File: src/rtl/vending_machine_multi_if.sv
// Coin/keypad front-end and dispenser/coin-return bundle for vending_machine_multi.
// The front-end drives through master; the vending core connects as slave.
interface vending_machine_multi_if #(
  parameter int ITEM_W   = 4,
  parameter int PRICE_W  = 4,
  parameter int CREDIT_W = 5
);
  logic                five_in;
  logic                ten_in;
  logic                twenty_in;
  logic [ITEM_W-1:0]   item;
  logic                buy;
  logic                cancel;
  logic                prog_we;
  logic [ITEM_W-1:0]   prog_addr;
  logic [PRICE_W-1:0]  prog_price;
  logic                dispense;
  logic                five_out;
  logic                ten_out;
  logic                coin_reject;
  logic                sold_out;
  logic                busy;
  logic [CREDIT_W-1:0] credit;

  modport master (
    output five_in, ten_in, twenty_in, item, buy, cancel, prog_we, prog_addr, prog_price,
    input  dispense, five_out, ten_out, coin_reject, sold_out, busy, credit
  );

  modport slave (
    input  five_in, ten_in, twenty_in, item, buy, cancel, prog_we, prog_addr, prog_price,
    output dispense, five_out, ten_out, coin_reject, sold_out, busy, credit
  );
endinterface

File: src/rtl/vending_machine_multi.sv
// Multi-item vending core: coin credit, price table, per-item stock, serial ten/five change.
// Define VM_REFUND_EN to let cancel return the collected credit without a purchase.
module vending_machine_multi #(
  parameter int NUM_ITEMS     = 16,
  parameter int PRICE_W       = 4,
  parameter int CREDIT_W      = 5,
  parameter int MAX_CREDIT    = 16,
  parameter int DEFAULT_PRICE = 3,
  parameter int STOCK_W       = 4,
  parameter int STOCK_INIT    = 5
) (
  input  logic                  clock,
  input  logic                  reset,
  vending_machine_multi_if.slave bus
);
  localparam int ITEM_W = (NUM_ITEMS > 1) ? $clog2(NUM_ITEMS) : 1;
  localparam int SUM_W  = CREDIT_W + 1;
  localparam logic [ITEM_W:0] ITEM_LIM = (ITEM_W + 1)'(NUM_ITEMS);

  typedef enum logic [1:0] {
    S_IDLE     = 2'd0,
    S_COLLECT  = 2'd1,
    S_DISPENSE = 2'd2,
    S_CHANGE   = 2'd3
  } state_t;

  state_t              r_state;
  logic [CREDIT_W-1:0] r_credit;
  logic                r_dispense;
  logic                r_five;
  logic                r_ten;
  logic                r_reject;
  logic                r_sold;
  logic                r_busy;
  logic [PRICE_W-1:0]  r_price [NUM_ITEMS];
  logic [STOCK_W-1:0]  r_stock [NUM_ITEMS];

  state_t              w_state_nxt;
  logic [CREDIT_W-1:0] w_credit_nxt;
  logic                w_dispense_nxt;
  logic                w_five_nxt;
  logic                w_ten_nxt;
  logic                w_reject_nxt;
  logic                w_sold_nxt;
  logic                w_stock_dec;
  logic                w_prog_wr;
  logic                w_item_ok;
  logic                w_prog_ok;
  logic                w_coin_any;
  logic                w_cancel_req;
  logic                w_chg_ten;
  logic [CREDIT_W-1:0] w_chg_credit;
  logic [SUM_W-1:0]    w_credit_ext;
  logic [SUM_W-1:0]    w_sum;
  logic [SUM_W-1:0]    w_coin_total;
  logic [SUM_W-1:0]    w_price_ext;
  logic [STOCK_W-1:0]  w_stock_sel;
  logic [PRICE_W-1:0]  w_price_sel;

  assign w_item_ok    = ({1'b0, bus.item} < ITEM_LIM);
  assign w_prog_ok    = ({1'b0, bus.prog_addr} < ITEM_LIM);
  assign w_stock_sel  = w_item_ok ? r_stock[bus.item] : {STOCK_W{1'b0}};
  assign w_price_sel  = w_item_ok ? r_price[bus.item] : {PRICE_W{1'b0}};
  assign w_price_ext  = SUM_W'(w_price_sel);
  assign w_credit_ext = {1'b0, r_credit};
  assign w_coin_any   = bus.five_in | bus.ten_in | bus.twenty_in;
  assign w_sum        = SUM_W'(bus.five_in) + (SUM_W'(bus.ten_in) << 1) + (SUM_W'(bus.twenty_in) << 2);
  assign w_coin_total = w_credit_ext + w_sum;
  assign w_chg_ten    = (r_credit >= CREDIT_W'(2));
  assign w_chg_credit = w_chg_ten ? (r_credit - CREDIT_W'(2)) : (r_credit - CREDIT_W'(1));
  assign w_prog_wr    = bus.prog_we & w_prog_ok & ((r_state == S_IDLE) | (r_state == S_COLLECT));

`ifdef VM_REFUND_EN
  assign w_cancel_req = bus.cancel & (r_state == S_COLLECT);
`else
  logic w_unused_cancel;
  assign w_unused_cancel = bus.cancel;
  assign w_cancel_req    = 1'b0;
`endif

  // Next-state, next-credit and next-pulse decode
  always_comb begin
    w_state_nxt    = r_state;
    w_credit_nxt   = r_credit;
    w_dispense_nxt = 1'b0;
    w_five_nxt     = 1'b0;
    w_ten_nxt      = 1'b0;
    w_reject_nxt   = 1'b0;
    w_sold_nxt     = 1'b0;
    w_stock_dec    = 1'b0;
    case (r_state)
      S_IDLE, S_COLLECT: begin
        if (bus.buy) begin
          w_reject_nxt = w_coin_any;
          if (!w_item_ok || (w_stock_sel == {STOCK_W{1'b0}})) begin
            w_sold_nxt = 1'b1;
          end else if (w_credit_ext >= w_price_ext) begin
            w_dispense_nxt = 1'b1;
            w_stock_dec    = 1'b1;
            w_credit_nxt   = r_credit - CREDIT_W'(w_price_ext);
            w_state_nxt    = S_DISPENSE;
          end else begin
            w_sold_nxt = 1'b0;
          end
        end else if (w_cancel_req) begin
          // Refund enters CHANGE with its first coin already on the way out
          w_reject_nxt = w_coin_any;
          w_ten_nxt    = w_chg_ten;
          w_five_nxt   = ~w_chg_ten;
          w_credit_nxt = w_chg_credit;
          w_state_nxt  = S_CHANGE;
        end else if (w_coin_any) begin
          if (w_coin_total <= SUM_W'(MAX_CREDIT)) begin
            w_credit_nxt = CREDIT_W'(w_coin_total);
          end else begin
            w_reject_nxt = 1'b1;
          end
        end else begin
          w_credit_nxt = r_credit;
        end
        if ((w_state_nxt == S_DISPENSE) || (w_state_nxt == S_CHANGE)) begin
          w_state_nxt = w_state_nxt;
        end else begin
          w_state_nxt = (w_credit_nxt == {CREDIT_W{1'b0}}) ? S_IDLE : S_COLLECT;
        end
      end
      S_DISPENSE, S_CHANGE: begin
        w_reject_nxt = w_coin_any;
        if (r_credit != {CREDIT_W{1'b0}}) begin
          w_ten_nxt    = w_chg_ten;
          w_five_nxt   = ~w_chg_ten;
          w_credit_nxt = w_chg_credit;
          w_state_nxt  = S_CHANGE;
        end else begin
          w_state_nxt = S_IDLE;
        end
      end
      default: begin
        w_state_nxt  = S_IDLE;
        w_credit_nxt = {CREDIT_W{1'b0}};
      end
    endcase
  end

  // State, credit and registered output pulses
  always_ff @(posedge clock or negedge reset) begin
    if (!reset) begin
      r_state    <= S_IDLE;
      r_credit   <= {CREDIT_W{1'b0}};
      r_dispense <= 1'b0;
      r_five     <= 1'b0;
      r_ten      <= 1'b0;
      r_reject   <= 1'b0;
      r_sold     <= 1'b0;
      r_busy     <= 1'b0;
    end else begin
      r_state    <= w_state_nxt;
      r_credit   <= w_credit_nxt;
      r_dispense <= w_dispense_nxt;
      r_five     <= w_five_nxt;
      r_ten      <= w_ten_nxt;
      r_reject   <= w_reject_nxt;
      r_sold     <= w_sold_nxt;
      r_busy     <= (w_state_nxt == S_DISPENSE) | (w_state_nxt == S_CHANGE);
    end
  end

  // Price table and stock counters; a programming write overrides a same-cycle vend decrement
  always_ff @(posedge clock or negedge reset) begin
    if (!reset) begin
      for (int i = 0; i < NUM_ITEMS; i++) begin
        r_price[i] <= PRICE_W'(DEFAULT_PRICE);
        r_stock[i] <= STOCK_W'(STOCK_INIT);
      end
    end else begin
      if (w_stock_dec) begin
        r_stock[bus.item] <= r_stock[bus.item] - STOCK_W'(1);
      end
      if (w_prog_wr) begin
        r_price[bus.prog_addr] <= bus.prog_price;
        r_stock[bus.prog_addr] <= STOCK_W'(STOCK_INIT);
      end
    end
  end

  assign bus.dispense    = r_dispense;
  assign bus.five_out    = r_five;
  assign bus.ten_out     = r_ten;
  assign bus.coin_reject = r_reject;
  assign bus.sold_out    = r_sold;
  assign bus.busy        = r_busy;
  assign bus.credit      = r_credit;
endmodule

File: src/flat_wrapper.sv
// flat-port wrapper written by rule: the top's interface ports become plain ports
module vending_machine_multi_flat 
#(
  parameter int NUM_ITEMS     = 16,
  parameter int PRICE_W       = 4,
  parameter int CREDIT_W      = 5,
  parameter int MAX_CREDIT    = 16,
  parameter int DEFAULT_PRICE = 3,
  parameter int STOCK_W       = 4,
  parameter int STOCK_INIT    = 5
)
  (clock, reset, bus_five_in, bus_ten_in, bus_twenty_in, bus_item, bus_buy, bus_cancel, bus_prog_we, bus_prog_addr, bus_prog_price, bus_dispense, bus_five_out, bus_ten_out, bus_coin_reject, bus_sold_out, bus_busy, bus_credit);
  vending_machine_multi_if #(.PRICE_W(PRICE_W), .CREDIT_W(CREDIT_W)) bus_i ();
  input  logic clock;
  input  logic reset;
  input wire logic [$bits(bus_i.five_in)-1:0] bus_five_in;
  input wire logic [$bits(bus_i.ten_in)-1:0] bus_ten_in;
  input wire logic [$bits(bus_i.twenty_in)-1:0] bus_twenty_in;
  input wire logic [$bits(bus_i.item)-1:0] bus_item;
  input wire logic [$bits(bus_i.buy)-1:0] bus_buy;
  input wire logic [$bits(bus_i.cancel)-1:0] bus_cancel;
  input wire logic [$bits(bus_i.prog_we)-1:0] bus_prog_we;
  input wire logic [$bits(bus_i.prog_addr)-1:0] bus_prog_addr;
  input wire logic [$bits(bus_i.prog_price)-1:0] bus_prog_price;
  output wire logic [$bits(bus_i.dispense)-1:0] bus_dispense;
  output wire logic [$bits(bus_i.five_out)-1:0] bus_five_out;
  output wire logic [$bits(bus_i.ten_out)-1:0] bus_ten_out;
  output wire logic [$bits(bus_i.coin_reject)-1:0] bus_coin_reject;
  output wire logic [$bits(bus_i.sold_out)-1:0] bus_sold_out;
  output wire logic [$bits(bus_i.busy)-1:0] bus_busy;
  output wire logic [$bits(bus_i.credit)-1:0] bus_credit;
  assign bus_i.five_in = bus_five_in;
  assign bus_i.ten_in = bus_ten_in;
  assign bus_i.twenty_in = bus_twenty_in;
  assign bus_i.item = bus_item;
  assign bus_i.buy = bus_buy;
  assign bus_i.cancel = bus_cancel;
  assign bus_i.prog_we = bus_prog_we;
  assign bus_i.prog_addr = bus_prog_addr;
  assign bus_i.prog_price = bus_prog_price;
  assign bus_dispense = bus_i.dispense;
  assign bus_five_out = bus_i.five_out;
  assign bus_ten_out = bus_i.ten_out;
  assign bus_coin_reject = bus_i.coin_reject;
  assign bus_sold_out = bus_i.sold_out;
  assign bus_busy = bus_i.busy;
  assign bus_credit = bus_i.credit;
  vending_machine_multi #(.NUM_ITEMS(NUM_ITEMS), .PRICE_W(PRICE_W), .CREDIT_W(CREDIT_W), .MAX_CREDIT(MAX_CREDIT), .DEFAULT_PRICE(DEFAULT_PRICE), .STOCK_W(STOCK_W), .STOCK_INIT(STOCK_INIT)) u_core (.clock(clock), .reset(reset), .bus(bus_i));
endmodule
File: config.mk
export PLATFORM = sky130hd
export DESIGN_NAME = vending_machine_multi_flat
export DESIGN_NICKNAME = d
export VERILOG_FILES = /design/src/rtl/vending_machine_multi_if.sv /design/src/rtl/vending_machine_multi.sv /design/src/flat_wrapper.sv
export SDC_FILE = /design/constraint.sdc
export NUM_CORES = 1
export LEC_CHECK = 0
export ABC_AREA = 0
export CAP_MARGIN = 40
export CORE_ASPECT_RATIO = 2
export CORE_MARGIN = 4
export CORE_UTILIZATION = 30
export CTS_CLUSTER_SIZE = 40
export DETAILED_ROUTE_END_ITERATION = 6
export GPL_TIMING_DRIVEN = 0
export HOLD_SLACK_MARGIN = 0.03
export PLACE_DENSITY_LB_ADDON = 0.1
export SLEW_MARGIN = 20
export SYNTH_ARGS = -nofsm -noshare
export SYNTH_HDL_FRONTEND = slang
export SYNTH_SLANG_ARGS = --single-unit
File: constraint.sdc
create_clock -name clock -period 8 [get_ports clock]
set_input_delay 2 -clock clock [delete_from_list [all_inputs] [get_ports clock]]
set_output_delay 2 -clock clock [all_outputs]
set_load 0.05 [all_outputs]
Word-level counts from Yosys, hierarchy flattened
Index checks and enable logic that the tools add are counted.

Register bits: 141. Logic and storage cells: 128.

Add/subtract/negate cells: 7. $lt $le $gt $ge: 7. Eq/ne operators: 8. Multiplexer cells: 46. Bitwise gates (word level): 11. Reductions and logical operators: 9.

Operators by type and width (number): 64-bit bitwise mux (2); 64-bit two-way mux (2); 5-bit two-way mux (8); 32-bit AND (1); 4-bit binary-select mux with 4-bit select (2); 4-bit demux with 4-bit select (2); 32-bit inverter (1); 32-bit bitwise OR (1); 4-bit two-way mux (6); 1-bit two-way mux (13); 2-bit == test, second input constant (6); 2-bit two-way mux (6); 5-bit >= comparator, second input constant (2); 5-bit by 1-bit < comparator with 1-bit output, second input constant (2); 4-bit inverter with 5-bit output (2); 5-bit one-hot mux with 2 select lines (1); 5-bit by 6-bit adder with 6-bit output (1); 6-bit by 3-bit adder with 6-bit output (1); 6-bit by 5-bit less-or-equal comparator with 1-bit output, second input constant (1); 1-bit one-hot mux with 2 select lines (3); 5-bit by 2-bit >= comparator with 1-bit output, second input constant (1); 5-bit by 4-bit >= comparator with 1-bit output (1); 5-bit logical NOT (1); 5-bit nonzero test (1); other kinds (16) (21).

Logic depth before layout (Yosys ltp)
Gate-level depths: netlist (run 1).

Depth after elaboration: 15. Mapped depth: 17. Depth with buffers taken out: 12.

Worst setup path after synthesis (run 1)
OpenSTA, ideal clock, no wires.

Path type: in2reg. From: input bus_item[0]. To: register u_core.r_credit[1], in the netlist u_core.bus.credit[1]. Arrival time: 5.757 ns. Path slack: 2.108 ns. Stages: 17. Buffers on the path: 5. Cells stage by stage: buf_6 buf_4 buf_1 mux4_2 mux4_2 inv_1 ha_1 nor2b_1 o21ai_0 nand3b_1 a211o_1 nand3_4 buf_12 buf_12 o21ai_0 a311oi_1 a21oi_1.

Word-level cells in the longest chain between the ends: 10. Elaborated cells between the ends (all ways): 15. Classes of those cells: 1 x add/sub; 1 x order compare; 11 x mux; 1 x bitwise; 1 x reduce/logical.

RTL lines: from (decl) (RTL line flat_wrapper.sv:19) `input wire logic [$bits(bus_i.item)-1:0] bus_item;`; 4-bit inverter with 5-bit output (implied by the code) (*) (RTL line vending_machine_multi.sv:62, vending_machine_multi.sv:63); 4-bit binary-select mux with 4-bit select (RTL line vending_machine_multi.sv:63) `assign w_price_sel = w_item_ok ? r_price[bus.item] : {PRICE_W{1'b0}};`; 4-bit two-way mux (implied by the code) (2 in series) (RTL line vending_machine_multi.sv:63); 5-bit by 4-bit subtractor with 5-bit output or 5-bit by 4-bit >= comparator with 1-bit output (tied branches) (RTL line vending_machine_multi.sv:100, vending_machine_multi.sv:97); 5-bit two-way mux (RTL line vending_machine_multi.sv:97) `end else if (w_credit_ext >= w_price_ext) begin`; 5-bit two-way mux (*) (RTL line vending_machine_multi.sv:95) `if (!w_item_ok || (w_stock_sel == {STOCK_W{1'b0}})) begin`; 5-bit two-way mux (*) (RTL line vending_machine_multi.sv:93) `if (bus.buy) begin`; 5-bit two-way mux (*) (RTL line vending_machine_multi.sv:91) `case (r_state)`; 5-bit one-hot mux with 2 select lines (*) (RTL line vending_machine_multi.sv:91); to (signal assigned) (RTL line vending_machine_multi.sv:149) `r_credit <= {CREDIT_W{1'b0}};`; to (signal assigned) (RTL line vending_machine_multi.sv:158) `r_credit <= w_credit_nxt;`; to (decl) (RTL line vending_machine_multi.sv:28) `logic [CREDIT_W-1:0] r_credit;`.

Every way passes the cells marked *; elsewhere a longest branch is shown, timed or not. The select of a mux whose other input is x is not followed. A chain may end at the register's enable or synchronous reset.

Final worst setup path (run 1)
From: input bus_item[1]. To: register u_core.r_stock[23] (netlist bit).

Word-level cells in the longest chain between the ends: 12. Elaborated cells between the ends (all ways): 23. Classes of those cells: 1 x add/sub; 3 x order compare; 15 x mux; 2 x bitwise; 2 x reduce/logical.

RTL lines: 4-bit inverter with 5-bit output (implied by the code) (*) (RTL line vending_machine_multi.sv:62, vending_machine_multi.sv:63, vending_machine_multi.sv:177); 4-bit binary-select mux with 4-bit select (RTL line vending_machine_multi.sv:63); 4-bit two-way mux (implied by the code) (2 in series) (RTL line vending_machine_multi.sv:63); 5-bit by 4-bit >= comparator with 1-bit output (RTL line vending_machine_multi.sv:97); 1-bit two-way mux (RTL line vending_machine_multi.sv:97); 1-bit two-way mux (RTL line vending_machine_multi.sv:95); 1-bit two-way mux (RTL line vending_machine_multi.sv:93); 1-bit two-way mux (RTL line vending_machine_multi.sv:91); 64-bit two-way mux (*) (RTL line vending_machine_multi.sv:176) `if (w_stock_dec) begin`; 32-bit AND (no line); 64-bit two-way mux (*) (RTL line vending_machine_multi.sv:179) `if (w_prog_wr) begin`; to (signal, indexed assignment) (RTL line vending_machine_multi.sv:173) `r_stock[i] <= STOCK_W'(STOCK_INIT);`; to (signal, indexed assignment) (RTL line vending_machine_multi.sv:177) `r_stock[bus.item] <= r_stock[bus.item] - STOCK_W'(1);`; to (signal, indexed assignment) (RTL line vending_machine_multi.sv:181) `r_stock[bus.prog_addr] <= STOCK_W'(STOCK_INIT);`; to (decl) (RTL line vending_machine_multi.sv:36) `logic [STOCK_W-1:0] r_stock [NUM_ITEMS];`.

Marks and branches as above.

==> results of run 1 <==
## cell usage after synthesis (3+ instances only)
master,number
a211oi_1,16
a21o_1,3
a21oi_1,6
a31oi_1,3
and2_1,4
buf_1,11
buf_2,4
clkbuf_1,15
dfrtp_1,76
dfstp_2,64
ha_1,12
inv_1,8
mux2i_1,54
mux4_2,34
nand2_1,253
nand2b_1,11
nand3_1,9
nand3b_1,5
nor2_1,57
nor2b_1,7
nor3_1,7
nor4_1,3
nor4_2,5
nor4_4,11
o21ai_0,8
or2_2,3
or3_1,6
xnor2_1,4
xor2_1,4
## flip-flops by register name, indices dropped and copies added (netlist names)
register / flops
u_core.bus.sold_out: 1
u_core.r_price: 64
u_core.bus.five_out: 1
u_core.r_state: 1
u_core.r_stock: 64
u_core.bus.coin_reject: 1
u_core.bus.ten_out: 1
u_core.bus.credit: 5
u_core.bus.dispense: 1
u_core.bus.busy: 1
## routing by layer
metal | vias up | global-route usage | part of all wire | routed length, µm
met4 | 0 | 0.0904 | 0.044 | 1060
met1 | 2851 | 0.186 | 0.36 | 8760
li1 | 2629 | - | - | -
met5 | - | 0 | 0 | 0
met3 | 50 | 0.0285 | 0.030 | 720
met2 | 164 | 0.344 | 0.57 | 13700
## cell families (layout without fill, tap and decap cells)
group | count (synthesis) | after routing
and+or+nand+nor | 389 | 389
DFF | 140 | 140
muxes | 92 | 92
AOI/OAI and AO/OA | 50 | 50
buffers and inverters | 43 | 103
adders and majority gates | 14 | 14
xor gates and xnor gates | 8 | 8
## placed cells by master (no fill, tap or decap), types with 3 or more instances in the layout
master	n
clkbuf_1	15
and2_1	4
buf_6	5
mux4_2	34
a211oi_1	16
nor4_1	3
buf_2	5
nand2b_1	11
or3_1	6
nand3b_1	5
or2_2	3
clkbuf_16	17
ha_1	12
clkdlybuf4s50_1	21
nor4_2	5
nor2_1	57
buf_1	11
dfstp_2	64
inv_1	8
a21o_1	3
o21ai_0	8
dfrtp_1	76
nor4_4	11
xor2_1	4
a31oi_1	3
nor2b_1	7
nand2_1	253
mux2i_1	54
clkinv_2	6
bufinv_16	5
nor3_2	4
a21oi_1	6
nor3_1	3
xnor2_1	4
nand3_1	9
## area by class of cell
| type | count | area (µm²) | share of cell area |
|---|---|---|---|
| plain buffers | 35 | 188 | 0.0207 |
| inverters | 8 | 30.0 | 0.00331 |
| multi-input cells | 553 | 3900 | 0.430 |
| clock inverters | 13 | 195 | 0.0215 |
| well taps | 336 | 420 | 0.0464 |
| clock buffers | 19 | 453 | 0.0500 |
| flip-flops and latches | 140 | 3580 | 0.395 |
| repair buffers | 28 | 299 | 0.0330 |
## tightest hold or removal path, delay by kind of cell (launching register included)
| kind | cells | cell delay (ps) |
|---|---|---|
| DFF | 1 | 370 |
| and+or+nand+nor | 2 | 90 |
## metrics by stage
step,util,cells,hold slack [ps]
after detailed placement,0.335,1099,449
after floorplan,-,736,437
after global routing,0.361,1132,474
after global placement,0.331,1094,445
final,0.361,1132,456
after CTS,0.360,1131,459
## worst min-delay path by stage
stage | start | endpoint | slack, ps | cells past startpoint
floorplan | u_core.r_price[20] | u_core.r_price[20] | 440 | 2
global placement | u_core.r_price[49] | u_core.r_price[49] | 440 | 2
detailed placement | u_core.r_price[40] | u_core.r_price[40] | 450 | 2
CTS | u_core.r_price[40] | u_core.r_price[40] | 460 | 2
global route | u_core.r_price[12] | u_core.r_price[12] | 470 | 2
finish | u_core.r_price[40] | u_core.r_price[40] | 460 | 2
## power groups by stage
stage                     Combinational [mW]  Clock [mW]  Sequential, mW
final                                   1.30       0.883            1.28
after global routing                    1.43       0.932            1.32
after detailed placement                1.31           0            1.29
after CTS                               1.31       0.900            1.28
after global placement                  1.26           0            1.27
after floorplan                        0.877           0            1.30
==> flow_summary.json, run 1 <==
{
  "drive_gt1_frac": 0.226,
  "cts_max_level": 4,
  "postCtsSetupBuffers": 0,
  "synthAdderAreaFrac": 0.0248,
  "cts_tree": "built",
  "grt_pass1_wl_um": 37100,
  "clock_path_buffers": 2,
  "cp.required_ps": 8280,
  "internal_power_mw": 2.20,
  "hold_violations": 0,
  "max_freq_mhz": 137,
  "p_leak_nw": 3.80,
  "placed_cell_area_um2": 8410,
  "nFillCells": 2542,
  "finalCritPeriodShare": 0.910,
  "cts.hold.buffers_added": 0,
  "p_switching_mw": 1.27,
  "via_per_inst": 5.03,
  "p_comb_frac": 0.375,
  "netlist.area_leader.share": 0.248,
  "peakVddDrop_mv": 0.132,
  "clock_skew_ps": 6.11,
  "synth_area_um2": 7670,
  "yosys.area_share.simple": 0.243,
  "coreArea_um2": 25100,
  "fin_crit_ps": 7280,
  "grt_max_degree": 101,
  "initial_core_util": 0.305,
  "grt_pass1_vias": 6176,
  "maxCapViolCount": 0,
  "path_class": "in2reg",
  "worst-r2r-setup-slack_ps": 3790,
  "cts_root_buffer": "clkbuf_16",
  "finalMaxSlewViolations": 0,
  "outcome": "completed",
  "crit_start": "bus_item[1]",
  "setup_slack_ps": 721,
  "ys_ff_latch": 140,
  "arrival_ps": 7560,
  "power_density_nw_per_um2": 382,
  "slowest_stage": "nor4_2",
  "crit_family": "buffers and inverters",
  "wire_per_inst_um": 21.4,
  "die_w_um": 121,
  "num_vias": 5694,
  "relSlewSlack": 0.434,
  "row_count": 82,
  "area_growth_pct": 18.2,
  "synth_edf_count": 0,
  "yosys_warnings": 0,
  "clkTransAtPathRegs_ps": 60,
  "overflow": 0,
  "worstSkewPairLatency_ps": 430,
  "synth_top_family_by_area": "simple AND/OR/NAND/NOR gates",
  "final_nets": 817,
  "ys_async_sr_fraction": 1.00,
  "synthFlopType": "dfrtp_1",
  "netlist_instances": 736,
  "crit_buf_inv": 5,
  "p_sw_frac": 0.366,
  "finish.instance_area_um2": 9060,
  "timing.rr.start": "u_core.r_stock[48]",
  "seq_area_frac_synth": 0.467,
  "antenna_cells": 0,
  "final_antenna_net_count": 0,
  "hp-class": "reg2reg",
  "pwr-share-clk": 0.255,
  "dr.pass1.iters": 5,
  "die_h_um": 234,
  "wirelength_um": 24300,
  "rr_worst_depth": 12,
  "synth_xor_area_frac": 0.00913,
  "yosys-top-cells-area": "dfrtp_1 25%, dfstp_2 22%, nand2_1 12%",
  "end_kind": "flip-flop",
  "synthMuxAreaShare": 0.179,
  "cts_resized": 0,
  "worst_slew_pin_slew_ps": 843,
  "rsz0062_at_grt": "no",
  "power_frac_seq": 0.370,
  "crit_fanout": 10,
  "drtIter0Drc": 361,
  "tns_ps": 0,
  "dpl.hpwl_um": 18500,
  "antenna_found_initial": 0,
  "yosysTopAreaCell": "dfrtp_1",
  "power_mw": 3.46,
  "endpoint": "u_core.r_stock[23]",
  "cp.depth": 16,
  "synth.distinct_cells": 55,
  "num_io_pins": 31,
  "synth-compound-area-share": 0.0494,
  "cts_buffers": 17,
  "r2r-end": "u_core.bus.credit[3]",
  "start_kind": "input port",
  "setup_viol": 0,
  "dieArea_um2": 28400,
  "cp_slowest_stage_delay_ps": 720,
  "grtUsageTotal": 0.180,
  "avgSynthCellArea_um2": 10.4,
  "drc_errors": 0,
  "gp_congestion": 0.819,
  "cp_cell_sequence": "clkdlybuf4s50_1 > buf_6 > buf_2 > buf_1 > clkbuf_1 > mux4_2 > mux4_2 > ha_1 > nor2b_1 > o21ai_0 > nand3b_1 > a211o_1 > nand3_4 > nor4_2 > mux2i_1 > nor2_1",
  "clock_sinks": 140,
  "pre_cts_slack_ps": 208,
  "cp_common_cell": "mux4_2",
  "synth_nets": 770,
  "port_buffers": 22
}
Note: power is estimated with default switching activity, not from simulation.
==> inputs of run 2 (changes only) <==
- CORE_MARGIN: 4 -> 2
==> run 2 against run 1 <==
Against the previous run: first-iteration DRC count is 4.4% lower; register-to-register slack better by 60 ps; clock power is 3.9% lower; total power is 0.96% lower; sequential power hardly changed; core utilization is 0.11 points lower; count of clock-buffer cells in the layout is 2 higher; hold slack hardly changed; via count is 0.39% lower; largest cell class unchanged; largest power group unchanged; highest routed layer unchanged.
==> flow_summary.json, run 2 (synthesis results as in run 1) <==
{
  "dpl.hpwl_um": 18500,
  "grt_pass1_vias": 6151,
  "peakVddDrop_mv": 0.128,
  "grt_pass1_wl_um": 37900,
  "cts.hold.buffers_added": 0,
  "crit_buf_inv": 5,
  "die_w_um": 117,
  "setup_viol": 0,
  "slowest_stage": "nor4_2",
  "row_count": 82,
  "cp_slowest_stage_delay_ps": 760,
  "pre_cts_slack_ps": 340,
  "grt_max_degree": 89,
  "antenna_found_initial": 0,
  "final_nets": 816,
  "fin_crit_ps": 7230,
  "grtUsageTotal": 0.198,
  "coreArea_um2": 25100,
  "max_freq_mhz": 138,
  "die_h_um": 230,
  "hp-class": "reg2reg",
  "cts_resized": 0,
  "rsz0062_at_grt": "no",
  "cts_buffers": 17,
  "path_class": "in2reg",
  "final_cell_mix": "253 x nand2_1, 76 x dfrtp_1, 64 x dfstp_2",
  "nFillCells": 2550,
  "placed_cell_area_um2": 8410,
  "finalMaxSlewViolations": 0,
  "layout_commonest_cell": "nand2_1",
  "antenna_cells": 0,
  "area_growth_pct": 17.8,
  "cp_cell_sequence": "clkdlybuf4s50_1 > buf_6 > buf_2 > buf_1 > clkbuf_1 > mux4_2 > mux4_2 > ha_1 > nor2b_1 > o21ai_0 > nand3b_1 > a211o_1 > nand3_4 > nor4_2 > mux2i_1 > nor2_1",
  "cp_common_cell": "mux4_2",
  "worst_slew_pin_slew_ps": 821,
  "power_density_nw_per_um2": 380,
  "clock_path_buffers": 2,
  "finalCritPeriodShare": 0.903,
  "tns_ps": 0,
  "via_per_inst": 5.02,
  "setup_slack_ps": 773,
  "clock_skew_ps": 7.15,
  "cp.required_ps": 8290,
  "hold_slack_ps": 456,
  "drtIter0Drc": 345,
  "overflow": 0,
  "gp_congestion": 0.832,
  "end_kind": "flip-flop",
  "cts_tree": "built",
  "num_vias": 5672,
  "outcome": "completed",
  "clock_sinks": 140,
  "utilization": 0.359,
  "clkTransAtPathRegs_ps": 60,
  "seq_area_um2": 3580,
  "finish.instance_area_um2": 9040,
  "multiInputGateArea_um2": 3900,
  "cts_max_level": 4,
  "initial_core_util": 0.305,
  "port_buffers": 22,
  "arrival_ps": 7510,
  "dr.pass1.iters": 5,
  "worstSkewPairLatency_ps": 430,
  "relSlewSlack": 0.448,
  "drive_gt1_frac": 0.223,
  "num_io_pins": 31,
  "cts_root_buffer": "clkbuf_16",
  "p_leak_nw": 3.77,
  "maxCapViolCount": 0,
  "final_antenna_net_count": 0,
  "crit_fanout": 10,
  "dieArea_um2": 26900,
  "hold_violations": 0,
  "postCtsSetupBuffers": 0,
  "crit_family": "buffers and inverters",
  "drc_errors": 0,
  "wire_per_inst_um": 21.7,
  "wirelength_um": 24500,
  "start_kind": "input port"
}
## run 2: cell types whose count changed in the layout (fill, tap and decap cells not counted), sizes merged
cell      change
clkinvlp      +1
clkbuf        +1
clkinv        -2
bufinv        -1
## run 2: power by group
group / total [mW] / switching (mW) / internal [mW]
combinational: 1.30 / 0.766 / 0.535
clock: 0.849 / 0.313 / 0.537
sequential: 1.28 / 0.182 / 1.10
## run 2: worst min-delay path, delay by kind of cell, from the launching register on
family	cells	cell delay [ps]
DFF	1	370
and+or+nand+nor	2	90
## run 2: per-layer routing
layer,up-vias,global-route usage,share of wire
met5,-,0,0
met4,0,0.100,0.047
met3,47,0.0327,0.029
met2,146,0.357,0.56
met1,2847,0.216,0.37
li1,2632,-,-
## run 2: area by class of cell
| type | count | area share |
|---|---|---|
| multi-input cells | 553 | 0.431 |
| flip-flops and latches | 140 | 0.397 |
| clock buffers | 21 | 0.0510 |
| well taps | 336 | 0.0465 |
| repair buffers | 27 | 0.0323 |
| plain buffers | 35 | 0.0208 |
| clock inverters | 11 | 0.0184 |
| inverters | 8 | 0.00332 |
## run 2: per-stage QoR
| stage | cells | total power [mW] |
|---|---|---|
| 6_report | 1131 | 3.43 |
| 5_1_grt | 1131 | 3.65 |
| 4_1_cts | 1131 | 3.46 |
| 3_5_place_dp | 1099 | 2.60 |
| 3_3_place_gp | 1094 | 2.53 |
| 2_1_floorplan | 736 | 2.17 |
## run 2: worst paths after layout
path | to | slack [ps] | cells after the start | startpoint
max | u_core.r_stock[23] | 770 | 16 | bus_item[1]
min | u_core.r_price[40] | 460 | 2 | u_core.r_price[40]
max reg2reg | u_core.bus.credit[1] | 3850 | 12 | u_core.r_stock[48]
min reg2reg | u_core.r_price[40] | 460 | 2 | u_core.r_price[40]
max in group asynchronous | u_core.r_price[1] | 5670 | 2 | reset
min in group asynchronous | u_core.r_stock[53] | 1500 | 1 | reset
